### src/rtl/cs_sched_38_if.sv
// cs_sched_38_if -- request/decoder bundle for the cs_sched_38 arbiter.
//   req          : per-requester request vector (into the arbiter)
//   A2, A1, A0   : decoder address, A2 is the MSB
//   E1_n, E2_n   : active-low decoder enables
//   E3           : active-high decoder enable
//   gnt_n        : active-low one-hot grant (decode of {A2,A1,A0})
//   busy         : arbiter is not idle
interface cs_sched_38_if;
  logic [7:0] req;
  logic       A2;
  logic       A1;
  logic       A0;
  logic       E1_n;
  logic       E2_n;
  logic       E3;
  logic [7:0] gnt_n;
  logic       busy;

  modport master (
    output req,
    input  A2, A1, A0, E1_n, E2_n, E3, gnt_n, busy
  );

  modport slave (
    input  req,
    output A2, A1, A0, E1_n, E2_n, E3, gnt_n, busy
  );
endinterface

### src/rtl/cs_sched_38.sv
// cs_sched_38 -- round-robin arbiter driving a shared 3-to-8 decoded select.
//   clk    : system clock, rising edge
//   rst_n  : asynchronous active-low reset
//   bus    : cs_sched_38_if.slave (req in; A2..A0, E1_n, E2_n, E3, gnt_n, busy out)
// Parameters:
//   HOLD   : maximum grant length in cycles (1..15)
//   GAP_EN : 1 = one dead cycle between grants, 0 = back-to-back grants
//
// state | meaning
// IDLE  | no grant, decoder disabled, address holds last winner
// GRANT | decoder enabled for the current winner, cnt counts grant cycles
// GAP   | one dead cycle after a grant, then re-arbitrate
module cs_sched_38 #(
  parameter int HOLD   = 4,
  parameter int GAP_EN = 1
) (
  input  logic          clk,
  input  logic          rst_n,
  cs_sched_38_if.slave  bus
);

  localparam logic [1:0] IDLE  = 2'd0;
  localparam logic [1:0] GRANT = 2'd1;
  localparam logic [1:0] GAP   = 2'd2;

  localparam logic [3:0] HOLD_M1 = 4'(HOLD - 1);

  logic [1:0] state_q, state_nxt;
  logic [2:0] ptr_q, ptr_nxt;
  logic [3:0] cnt_q, cnt_nxt;
  logic [2:0] addr_q, addr_nxt;
  logic       e1_n_q, e2_n_q, e3_q;
  logic [7:0] gnt_n_q;

  logic       win_vld;
  logic [2:0] win_idx;
  logic [2:0] scan_idx;

  // Round-robin scan starting just after the last winner; a sole requester
  // wraps around to itself on the eighth step.
  always_comb begin
    win_vld  = 1'b0;
    win_idx  = ptr_q;
    scan_idx = ptr_q;
    for (int k = 1; k <= 8; k++) begin
      scan_idx = ptr_q + 3'(k);
      if (!win_vld && bus.req[scan_idx]) begin
        win_vld = 1'b1;
        win_idx = scan_idx;
      end
    end
  end

  always_comb begin
    state_nxt = state_q;
    ptr_nxt   = ptr_q;
    cnt_nxt   = cnt_q;
    addr_nxt  = addr_q;
    case (state_q)
      IDLE, GAP: begin
        if (win_vld) begin
          state_nxt = GRANT;
          addr_nxt  = win_idx;
          ptr_nxt   = win_idx;
          cnt_nxt   = 4'd0;
        end else begin
          state_nxt = IDLE;
        end
      end
      GRANT: begin
        cnt_nxt = cnt_q + 4'd1;
        // Only the current winner's request matters here (early release).
        if (cnt_q == HOLD_M1 || !bus.req[addr_q]) begin
          cnt_nxt = 4'd0;
          if (GAP_EN != 0) begin
            state_nxt = GAP;
          end else if (win_vld) begin
            state_nxt = GRANT;
            addr_nxt  = win_idx;
            ptr_nxt   = win_idx;
          end else begin
            state_nxt = IDLE;
          end
        end
      end
      default: begin
        state_nxt = IDLE;
        cnt_nxt   = 4'd0;
      end
    endcase
  end

  // Decoder outputs are registered from the next state so they line up with
  // the state register: enables and grant change on the same edge as state.
  always_ff @(posedge clk or negedge rst_n) begin
    if (!rst_n) begin
      state_q <= IDLE;
      ptr_q   <= 3'd7;
      cnt_q   <= 4'd0;
      addr_q  <= 3'd0;
      e1_n_q  <= 1'b1;
      e2_n_q  <= 1'b1;
      e3_q    <= 1'b0;
      gnt_n_q <= 8'hFF;
    end else begin
      state_q <= state_nxt;
      ptr_q   <= ptr_nxt;
      cnt_q   <= cnt_nxt;
      addr_q  <= addr_nxt;
      e1_n_q  <= (state_nxt != GRANT);
      e2_n_q  <= (state_nxt != GRANT);
      e3_q    <= (state_nxt == GRANT);
      gnt_n_q <= (state_nxt == GRANT) ? ~(8'h01 << addr_nxt) : 8'hFF;
    end
  end

  assign bus.A2    = addr_q[2];
  assign bus.A1    = addr_q[1];
  assign bus.A0    = addr_q[0];
  assign bus.E1_n  = e1_n_q;
  assign bus.E2_n  = e2_n_q;
  assign bus.E3    = e3_q;
  assign bus.gnt_n = gnt_n_q;
  assign bus.busy  = (state_q != IDLE);

endmodule

### src/flat_wrapper.sv
// flat-port wrapper written by rule: the top's interface ports become plain ports
module cs_sched_38_flat 
#(
  parameter int HOLD   = 4,
  parameter int GAP_EN = 1
)
  (clk, rst_n, bus_req, bus_A2, bus_A1, bus_A0, bus_E1_n, bus_E2_n, bus_E3, bus_gnt_n, bus_busy);
  cs_sched_38_if bus_i ();
  input  logic clk;
  input  logic rst_n;
  input wire logic [$bits(bus_i.req)-1:0] bus_req;
  output wire logic [$bits(bus_i.A2)-1:0] bus_A2;
  output wire logic [$bits(bus_i.A1)-1:0] bus_A1;
  output wire logic [$bits(bus_i.A0)-1:0] bus_A0;
  output wire logic [$bits(bus_i.E1_n)-1:0] bus_E1_n;
  output wire logic [$bits(bus_i.E2_n)-1:0] bus_E2_n;
  output wire logic [$bits(bus_i.E3)-1:0] bus_E3;
  output wire logic [$bits(bus_i.gnt_n)-1:0] bus_gnt_n;
  output wire logic [$bits(bus_i.busy)-1:0] bus_busy;
  assign bus_i.req = bus_req;
  assign bus_A2 = bus_i.A2;
  assign bus_A1 = bus_i.A1;
  assign bus_A0 = bus_i.A0;
  assign bus_E1_n = bus_i.E1_n;
  assign bus_E2_n = bus_i.E2_n;
  assign bus_E3 = bus_i.E3;
  assign bus_gnt_n = bus_i.gnt_n;
  assign bus_busy = bus_i.busy;
  cs_sched_38 #(.HOLD(HOLD), .GAP_EN(GAP_EN)) u_core (.clk(clk), .rst_n(rst_n), .bus(bus_i));
endmodule
### config.mk
export PLATFORM = sky130hd
export DESIGN_NAME = cs_sched_38_flat
export DESIGN_NICKNAME = d
export VERILOG_FILES = /design/src/rtl/cs_sched_38_if.sv /design/src/rtl/cs_sched_38.sv /design/src/flat_wrapper.sv
export SDC_FILE = /design/constraint.sdc
export NUM_CORES = 1
export LEC_CHECK = 0
export BUFFER_PORTS_ARGS = -buffer_cell sky130_fd_sc_hd__buf_2
export CAP_MARGIN = 20
export CORE_MARGIN = 2
export CORE_UTILIZATION = 58
export DETAILED_ROUTE_END_ITERATION = 8
export PLACE_DENSITY_LB_ADDON = 0.2
export SYNTH_ARGS = -nofsm -noshare
export SYNTH_HDL_FRONTEND = slang
export SYNTH_SLANG_ARGS = --single-unit
### constraint.sdc
create_clock -name clk -period 5.3 [get_ports clk]
set_input_delay 0.265 -clock clk [delete_from_list [all_inputs] [get_ports clk]]
set_output_delay 0.265 -clock clk [all_outputs]
set_load 0.02 [all_outputs]
# Yosys cells after proc, flatten, opt, wreduce, memory -nomap -nowiden
# Index checks and enable logic that the tools add are counted.
# word_totals
in_bits,10
out_inout_bits,15
elab_cells,95
register_bits,22
# classes
n_bitwise,1
eq_ne,6
shift,1
n_reduce_logical,20
magnitude_cmp,9
muxes,43
add_sub_neg,8
# op_table
op,count
$lt A3 B4 Y1 const B,9
$mux W3,10
$bmux W1 S3,9
$mux W1,18
$add A3 B3 Y3 const B,4
$logic_not A1 Y1,8
$mux W4,2
$mux W8,1
$not A8 Y8,1
$pmux W4 S2,1
$shl A1 B3 Y8 const A,1
$logic_and A1 B1 Y1,7
$add A3 B2 Y3 const B,2
$add A4 B1 Y4 const B,1
$eq A2 B1 Y1 const B,2
$eq A4 B2 Y1 const B,1
$ne A2 B1 Y1 const B,2
$pmux W2 S2,1
$add A3 B1 Y3 const B,1
$eq A2 B2 Y1 const B,1
$logic_not A2 Y1,1
$mux W2,1
$reduce_and A2 Y1,1
$reduce_bool A2 Y1,1
other kinds (2),2

# Depth between registers and ports, before layout
# Gate-level depths: netlist (run 1).
# logic_depth
ltp_word,30
mapped_depth,13
mapped_depth_nobuf,9

# Worst setup path before layout (run 1)
# No wires, ideal clock.
# synth_timing
kind,reg2reg
from,register u_core.ptr_q[1]
to,"register u_core.gnt_n_q[1], in the netlist u_core.bus.gnt_n[1]"
n_path_buf,3
setup_slack_ns,1.333
setup_ns,0.088
required_time_ns,5.212
path_stages_with_launch,13
synth_period_minus_slack_ns,3.967
arrival_ns,3.879
cell_sequence,dfstp_2 > buf_2 > buf_2 > inv_1 > ha_1 > buf_2 > mux4_2 > mux2_2 > or4_4 > o31ai_4 > nand2_2 > o2bb2ai_2 > or3b_1
# synth_via
elab_chain_cells,30
elab_cells_between_ends,61
cone_classes,add/sub: 7; eq/ne: 1; shift: 1; mux: 37; bitwise: 1; reduce/logical: 14
# synth_lines
element,line_no,rtl
from (decl),cs_sched_38.sv:29,"logic [2:0] ptr_q, ptr_nxt;"
from (signal assigned),cs_sched_38.sv:107,ptr_q <= ptr_nxt;
branches (longest 29 deep; another with $add A3 B1 Y3),--,
$mux W8 *,cs_sched_38.sv:113,gnt_n_q <= (state_nxt == GRANT) ? ~(8'h01 << addr_nxt) : 8'hFF;
to (signal assigned),cs_sched_38.sv:113,
to (decl),cs_sched_38.sv:33,logic [7:0] gnt_n_q;
# Mark *: on every way between the ends. The select of a mux whose other input is x is not followed.
# A chain may end at the register's enable or synchronous reset.

# Worst setup path after layout (run 1)
# layout_timing
from,register u_core.ptr_q[0]
to,"register u_core.gnt_n_q[1], in the netlist u_core.bus.gnt_n[1]"
# The elaborated chain is that of the path after synthesis.

==> results.cfg, run 1 <==
[outcome]
status = finished, final reports clean

[route]
wire_per_inst_um = 17.8
drt-initial-drc-count = 88
detail-route-antenna-nets = 0
vias_per_cell = 6.73
drc = 0
postRouteWirelength_mm = 4.47
dr.pass1.iters = 4
vias = 1688

[timing]
finalSetupTns_ns = 0
hold_viol = 0
max-slew-margin-rel_pct = 55.7
final_max_slew_viol_count = 0
worst_slew_pin_slew_ns = 0.647
fin_crit_sh_pct = 87.4
max_freq_mhz = 216
period_needed_ns = 4.63
skew_ns = 0.00664
rsz0062_at_grt = no
setup_viol = 0

[logic_synthesis]
synth_xor_area_share_pct = 2.69
yosysSeqAreaShare_pct = 28.9
synth_top_family_by_area = multiplexers
synth_mux_area_share_pct = 33.0
synthAdderAreaFrac_pct = 1.92
synth_area_leaders = mux4_2 (18%), dfstp_2 (16%), dfrtp_1 (13%)
synth_top_area_cell = mux4_2
synthesis.nets = 198
synthesis.area_um2 = 1960
syn_avg_cell_area_um2 = 10.6
synth.top_cell.area_share_pct = 18.4
postSynth.asyncResetShare_pct = 100
synth.ff_latch_count = 22
synth_compound_area_share_pct = 14.6
ys_warn_count = 0
yosys.area_share.simple_pct = 15.4
synth_cell_types = 51
syn_inst = 185
synth_edf_count = 0
ys_dominant_reg_cell = dfstp_2

[worst_setup_path]
ff2ff_path_depth = 9
end_kind = flop
crit_end = u_core.bus.gnt_n[1]
required_ns = 5.53
crit_fanout = 20
crit_arrival_ns = 4.87
crit_chain = clkinv_1, ha_1, mux4_2, mux2_2, or4_4, o31ai_4, nand2_2, o2bb2ai_2, or3b_1
cp_slowest_cell = dfstp_2
rrSetupSlack_ns = 0.67
path_delay_family = simple AND/OR/NAND/NOR gates
cpPeakStageDelay_ns = 0.84
startpoint = u_core.ptr_q[0]
setup.worst_path.class = flop to flop
r2r_start = u_core.ptr_q[0]
rr_endpoint = u_core.bus.gnt_n[1]
startpoint_type = flop
cp.depth = 9
path_buf_inv = 1

[min_path]
holdCritPathClass = input port to asynchronous set/reset pin

[cells_and_area]
regArea_um2 = 566
stdcell_count = 251
nFillCells = 259
area_delta_synth_final_pct = 8.76
drive_gt1_share_pct = 34.1
nets = 219
multi_input_area_um2 = 1320
diodes = 0

[clock_network]
post_cts_resized = 0
clkLatencyLatePin_ns = 0.30
clkSinkCount = 22
clockBufferDepth = 2
cts_root_buf = clkbuf_4
clkSlewWorstSetupHoldPaths_ns = 0.12
cts_tree = yes
postCtsSetupBuffers = 0
ctsHoldBuffers = 1
cts_max_level = 1
cts_buffers = 3

[floorplan]
io_pins = 25
core_um2 = 3280
die_w_um = 62.1
die_y_um = 62.1
start_util_pct = 59.6
std_cell_rows = 21
die_area_um2 = 3850

[grt]
grt_max_degree = 23
grt_pass1_wl_mm = 7.40
grt_overflow_total = 0
grt_pass1_vias = 1542
antenna_found_initial = 0
grt_util_all_layers_pct = 25.7

[placement]
port_buffers = 24
hpwl_mm = 3.30
placedCellCount = 246
gp_congestion = 0.959

[run]
cap_violations = 0
-- synthesized netlist by cell type (2+ instances only) --
master	count
nor3_1	3
nor2_1	5
inv_1	3
a21o_1	2
nand3b_1	5
a31oi_1	3
o21ai_1	5
or3b_1	2
nand3_1	9
or3_1	2
xnor2_1	3
buf_2	4
a21oi_1	5
o211ai_1	3
dfrtp_1	10
mux2i_1	15
a2111oi_0	2
nor2b_1	2
a22oi_1	2
mux2_1	5
o21ai_0	8
ha_1	3
buf_1	2
dfstp_2	12
mux4_2	16
mux2_2	7
clkbuf_1	2
buf_4	2
nand2_1	18
xor2_1	3
nand2b_1	2
-- state kept, by name, indices dropped and copies added (netlist names) --
name	cells
u_core.bus.gnt_n	8
u_core.cnt_q	4
u_core.ptr_q	3
u_core.addr_q	3
u_core.bus.E1_n	1
u_core.state_q	2
u_core.bus.E3	1
-- through the flow --
| stage | hold slack, ns | setup WS, ns | cell area, µm² | utilization, % |
|---|---|---|---|---|
| final | 0.428 | 0.665 | 2130 | 64.8 |
| after global placement | 0.233 | 0.900 | 2090 | 63.7 |
| after global routing | 0.483 | 0.493 | 2130 | 64.8 |
| after detailed placement | 0.249 | 0.702 | 2090 | 63.7 |
| after CTS | 0.442 | 0.696 | 2130 | 64.8 |
| after floorplan | -0.0306 | 1.33 | 1960 | - |
-- cell type report --
| cell class | instances | share of cell area, % |
|---|---|---|
| clock buffer | 4 | 1.23 |
| inverter | 5 | 0.882 |
| multi-input combinational | 148 | 62.1 |
| sequential | 22 | 26.6 |
| tap | 46 | 2.70 |
| timing repair buffer | 26 | 6.47 |
-- logic make-up (layout without fill, tap and decap cells) --
kind of cell	after synthesis	after routing
compound gates	40	40
xor+xnor	6	6
fa+ha+maj	3	3
buf+inv	15	35
flops	22	22
mux	43	43
simple gates	56	56
-- worst reg2reg max path, delay by kind of cell, from the launching register on --
| kind | cells | cell delay (ns) |
|---|---|---|
| AOI/OAI and AO/OA | 2 | 0.62 |
| adders and majority gates | 1 | 0.78 |
| buffers and inverters | 1 | 0.32 |
| DFF | 1 | 0.84 |
| muxes | 2 | 0.95 |
| and+or+nand+nor | 3 | 1.06 |
-- cell usage in the layout (no fill, tap or decap), types with 3 or more instances in the layout --
cell type  Yosys  layout
a21oi_1        5       5
o21ai_1        5       5
nand3_1        9       9
mux2_2         7       7
mux4_2        16      16
nand3b_1       5       5
ha_1           3       3
buf_2          4      24
o211ai_1       3       3
xor2_1         3       3
inv_1          3       3
nor2_1         5       5
o21ai_0        8       8
dfrtp_1       10      10
xnor2_1        3       3
mux2_1         5       5
nand2_1       18      18
clkbuf_4       0       3
nor3_1         3       3
dfstp_2       12      12
mux2i_1       15      15
a31oi_1        3       3
-- worst min path at each step --
| stage | from | endpoint | slack, ns | cells past startpoint |
|---|---|---|---|---|
| 2_1_floorplan | rst_n | u_core.addr_q[0] | -0.03 | 0 |
| 3_3_place_gp | rst_n | u_core.cnt_q[2] | 0.23 | 1 |
| 3_5_place_dp | rst_n | u_core.cnt_q[2] | 0.25 | 1 |
| 4_1_cts | rst_n | u_core.cnt_q[2] | 0.44 | 2 |
| 5_1_grt | rst_n | u_core.cnt_q[2] | 0.48 | 2 |
| 6_report | rst_n | u_core.state_q[1] | 0.43 | 2 |
-- per-layer routing --
metal	global-route usage, %	part of all wire (%)
met1	37.8	41
met2	40.9	50
met3	4.35	7.3
met4	4.26	1.1
met5	0	0
Power of run 1 is not shown: default switching activity piles up to over one toggle a cycle in this logic, so the estimate is an artifact.
==> inputs of run 2 (changes only) <==
--- a/config.mk
+++ b/config.mk
@@ -5,10 +5,10 @@
 export SDC_FILE = /design/constraint.sdc
 export NUM_CORES = 1
 export LEC_CHECK = 0
+export ABC_AREA = 1
 export BUFFER_PORTS_ARGS = -buffer_cell sky130_fd_sc_hd__buf_2
-export CAP_MARGIN = 20
 export CORE_MARGIN = 2
-export CORE_UTILIZATION = 58
+export CORE_UTILIZATION = 57
 export DETAILED_ROUTE_END_ITERATION = 8
 export PLACE_DENSITY_LB_ADDON = 0.2
 export SYNTH_ARGS = -nofsm -noshare
==> run 2 against run 1 <==
Compared with the run above:
- global-route usage shrank 2.6 points
- critical path depth grew 9
- via count shrank 4.3%
- core utilization shrank 0.30 points
- synthesized cell count grew 33%
- first-iteration DRC count shrank 19%
- non-clock buffer count shrank 1
==> results.cfg, run 2 <==
[clock_network]
postCtsSetupBuffers = 0
cts_max_level = 1
clkSinkCount = 22
clockBufferDepth = 2
ctsHoldBuffers = 1
clkLatencyLatePin_ns = 0.32
post_cts_resized = 0
cts_buffers = 3
clkSlewWorstSetupHoldPaths_ns = 0.12
cts_root_buf = clkbuf_4
cts_tree = yes

[timing]
hold_viol = 0
skew_ns = 0.0146
max-slew-margin-rel_pct = 69.6
fin_crit_sh_pct = 55.8
finalSetupTns_ns = 0
setup_viol = 0
max_freq_mhz = 338
rsz0062_at_grt = no
final_max_slew_viol_count = 0
worst_slew_pin_slew_ns = 0.456
period_needed_ns = 2.96

[run]
cap_violations = 0

[logic_synthesis]
synth.top_cell.area_share_pct = 18.0
synth_top_area_cell = dfstp_2
synth_area_leaders = dfstp_2 (18%), nand2_1 (17%), dfrtp_1 (14%)
synth.most_common_cell = nand2_1
postSynth.asyncResetShare_pct = 100
synthesis.nets = 259
synth.ff_latch_count = 22
syn_inst = 246
synth.top_cells.by_count = nand2_1 (81), nand3_1 (28), inv_1 (27)
syn_avg_cell_area_um2 = 7.11
ys_dominant_reg_cell = dfstp_2
ys_warn_count = 0
yosysSeqAreaShare_pct = 32.4
synth_cell_types = 31
synthesis.area_um2 = 1750
synth_edf_count = 0

[worst_setup_path]
cp_common_cell = nand2_1
required_ns = 5.54
crit_chain = inv_2, ha_1, inv_1, nand3_1, nand3_1, nand2_2, inv_1, nand3_1, nor2_4, nand4_2, nand2_1, inv_1, nand2_1, nand2_1, nand2_2, nand2_2, nor2_4, nand2_1
end_kind = flop
startpoint_type = flop
path_buf_inv = 4
setup.worst_path.class = flop to flop
cpPeakStageDelay_ns = 0.68
crit_arrival_ns = 3.20
cp_slowest_cell = dfstp_2
path_delay_family = simple AND/OR/NAND/NOR gates
crit_fanout = 9

[route]
postRouteWirelength_mm = 3.76
vias_per_cell = 5.35
drc = 0
wire_per_inst_um = 12.4
dr.pass1.iters = 4
detail-route-antenna-nets = 0
vias = 1615
drt-initial-drc-count = 71

[cells_and_area]
area_delta_synth_final_pct = 9.88
multi_input_area_um2 = 995
regArea_um2 = 566
final_cell_mix = nand2_1 (81), nand3_1 (28), inv_1 (27)
final_util_pct = 64.5
drive_gt1_share_pct = 30.5
diodes = 0
largest_register_ffs = 8
final_common_cell = nand2_1
nFillCells = 266
nets = 283

[grt]
grt_overflow_total = 0
grt_util_all_layers_pct = 23.1
antenna_found_initial = 0
grt_pass1_wl_mm = 6.11
grt_max_degree = 23
grt_pass1_vias = 1351

[placement]
gp_congestion = 0.896
port_buffers = 24
hpwl_mm = 3.01

[outcome]
status = finished, final reports clean

[floorplan]
die_w_um = 59.4
std_cell_rows = 20
start_util_pct = 58.7
core_um2 = 2980
die_area_um2 = 3530
io_pins = 25
die_y_um = 59.4

[min_path]
holdCritPathClass = input port to asynchronous set/reset pin
[run 2: worst register-to-register path: cells and delay by family (launching register included)]
kind	cells	cell delay (ns)
and+or+nand+nor	13	1.35
adders and majority gates	1	0.42
DFF	1	0.68
buffers and inverters	4	0.43
[run 2: metrics by stage]
stage | hold WS [ns] | cell area (µm²) | setup slack (ns) | std cells
6_report | 0.414 | 1920 | 2.34 | 302
5_1_grt | 0.470 | 1920 | 2.08 | 302
4_1_cts | 0.414 | 1920 | 2.38 | 302
3_5_place_dp | 0.242 | 1860 | 2.39 | 297
3_3_place_gp | 0.239 | 1860 | 2.44 | 297
2_1_floorplan | -0.0306 | 1750 | 2.61 | 246
[run 2: worst paths after layout]
path / start / slack [ns] / to / cells after the start
max in group asynchronous: rst_n / 4.52 / u_core.ptr_q[0] / 2
min reg2reg: u_core.cnt_q[0] / 0.52 / u_core.cnt_q[0] / 1
min: rst_n / 0.41 / u_core.cnt_q[0] / 2
min in group clk: u_core.cnt_q[0] / 0.52 / u_core.cnt_q[0] / 1
max reg2reg: u_core.ptr_q[1] / 2.34 / u_core.bus.gnt_n[0] / 18
max: u_core.ptr_q[1] / 2.34 / u_core.bus.gnt_n[0] / 18
[run 2: logic make-up (layout without fill, tap and decap cells)]
| logic type | count (synthesis) | count (layout) | synth area share [%] |
|---|---|---|---|
| xor gates and xnor gates | 5 | 5 | 2.94 |
| adders and majority gates | 3 | 3 | 2.15 |
| DFF | 22 | 22 | 32.4 |
| muxes | 1 | 1 | 0.573 |
| and+or+nand+nor | 156 | 156 | 44.7 |
| buffers and inverters | 41 | 64 | 10.7 |
| AOI/OAI and AO/OA | 18 | 18 | 6.59 |
[run 2: layer usage]
| layer | global-route usage (%) | up-vias | share of wire [%] |
|---|---|---|---|
| li1 | - | 831 | - |
| met1 | 33.3 | 743 | 48 |
| met2 | 36.6 | 36 | 47 |
| met3 | 1.97 | 5 | 3.5 |
| met4 | 7.79 | 0 | 1.3 |
| met5 | 0 | - | 0 |
[run 2: cell type report]
type / instances / area share (%)
clock inverters: 1 / 1.56
clock buffers: 3 / 1.17
multi-input cells: 183 / 51.8
flip-flops and latches: 22 / 29.4
inverters: 35 / 7.10
well taps: 33 / 2.15
repair buffers: 25 / 6.78
Power of run 2 is left out for the same reason.
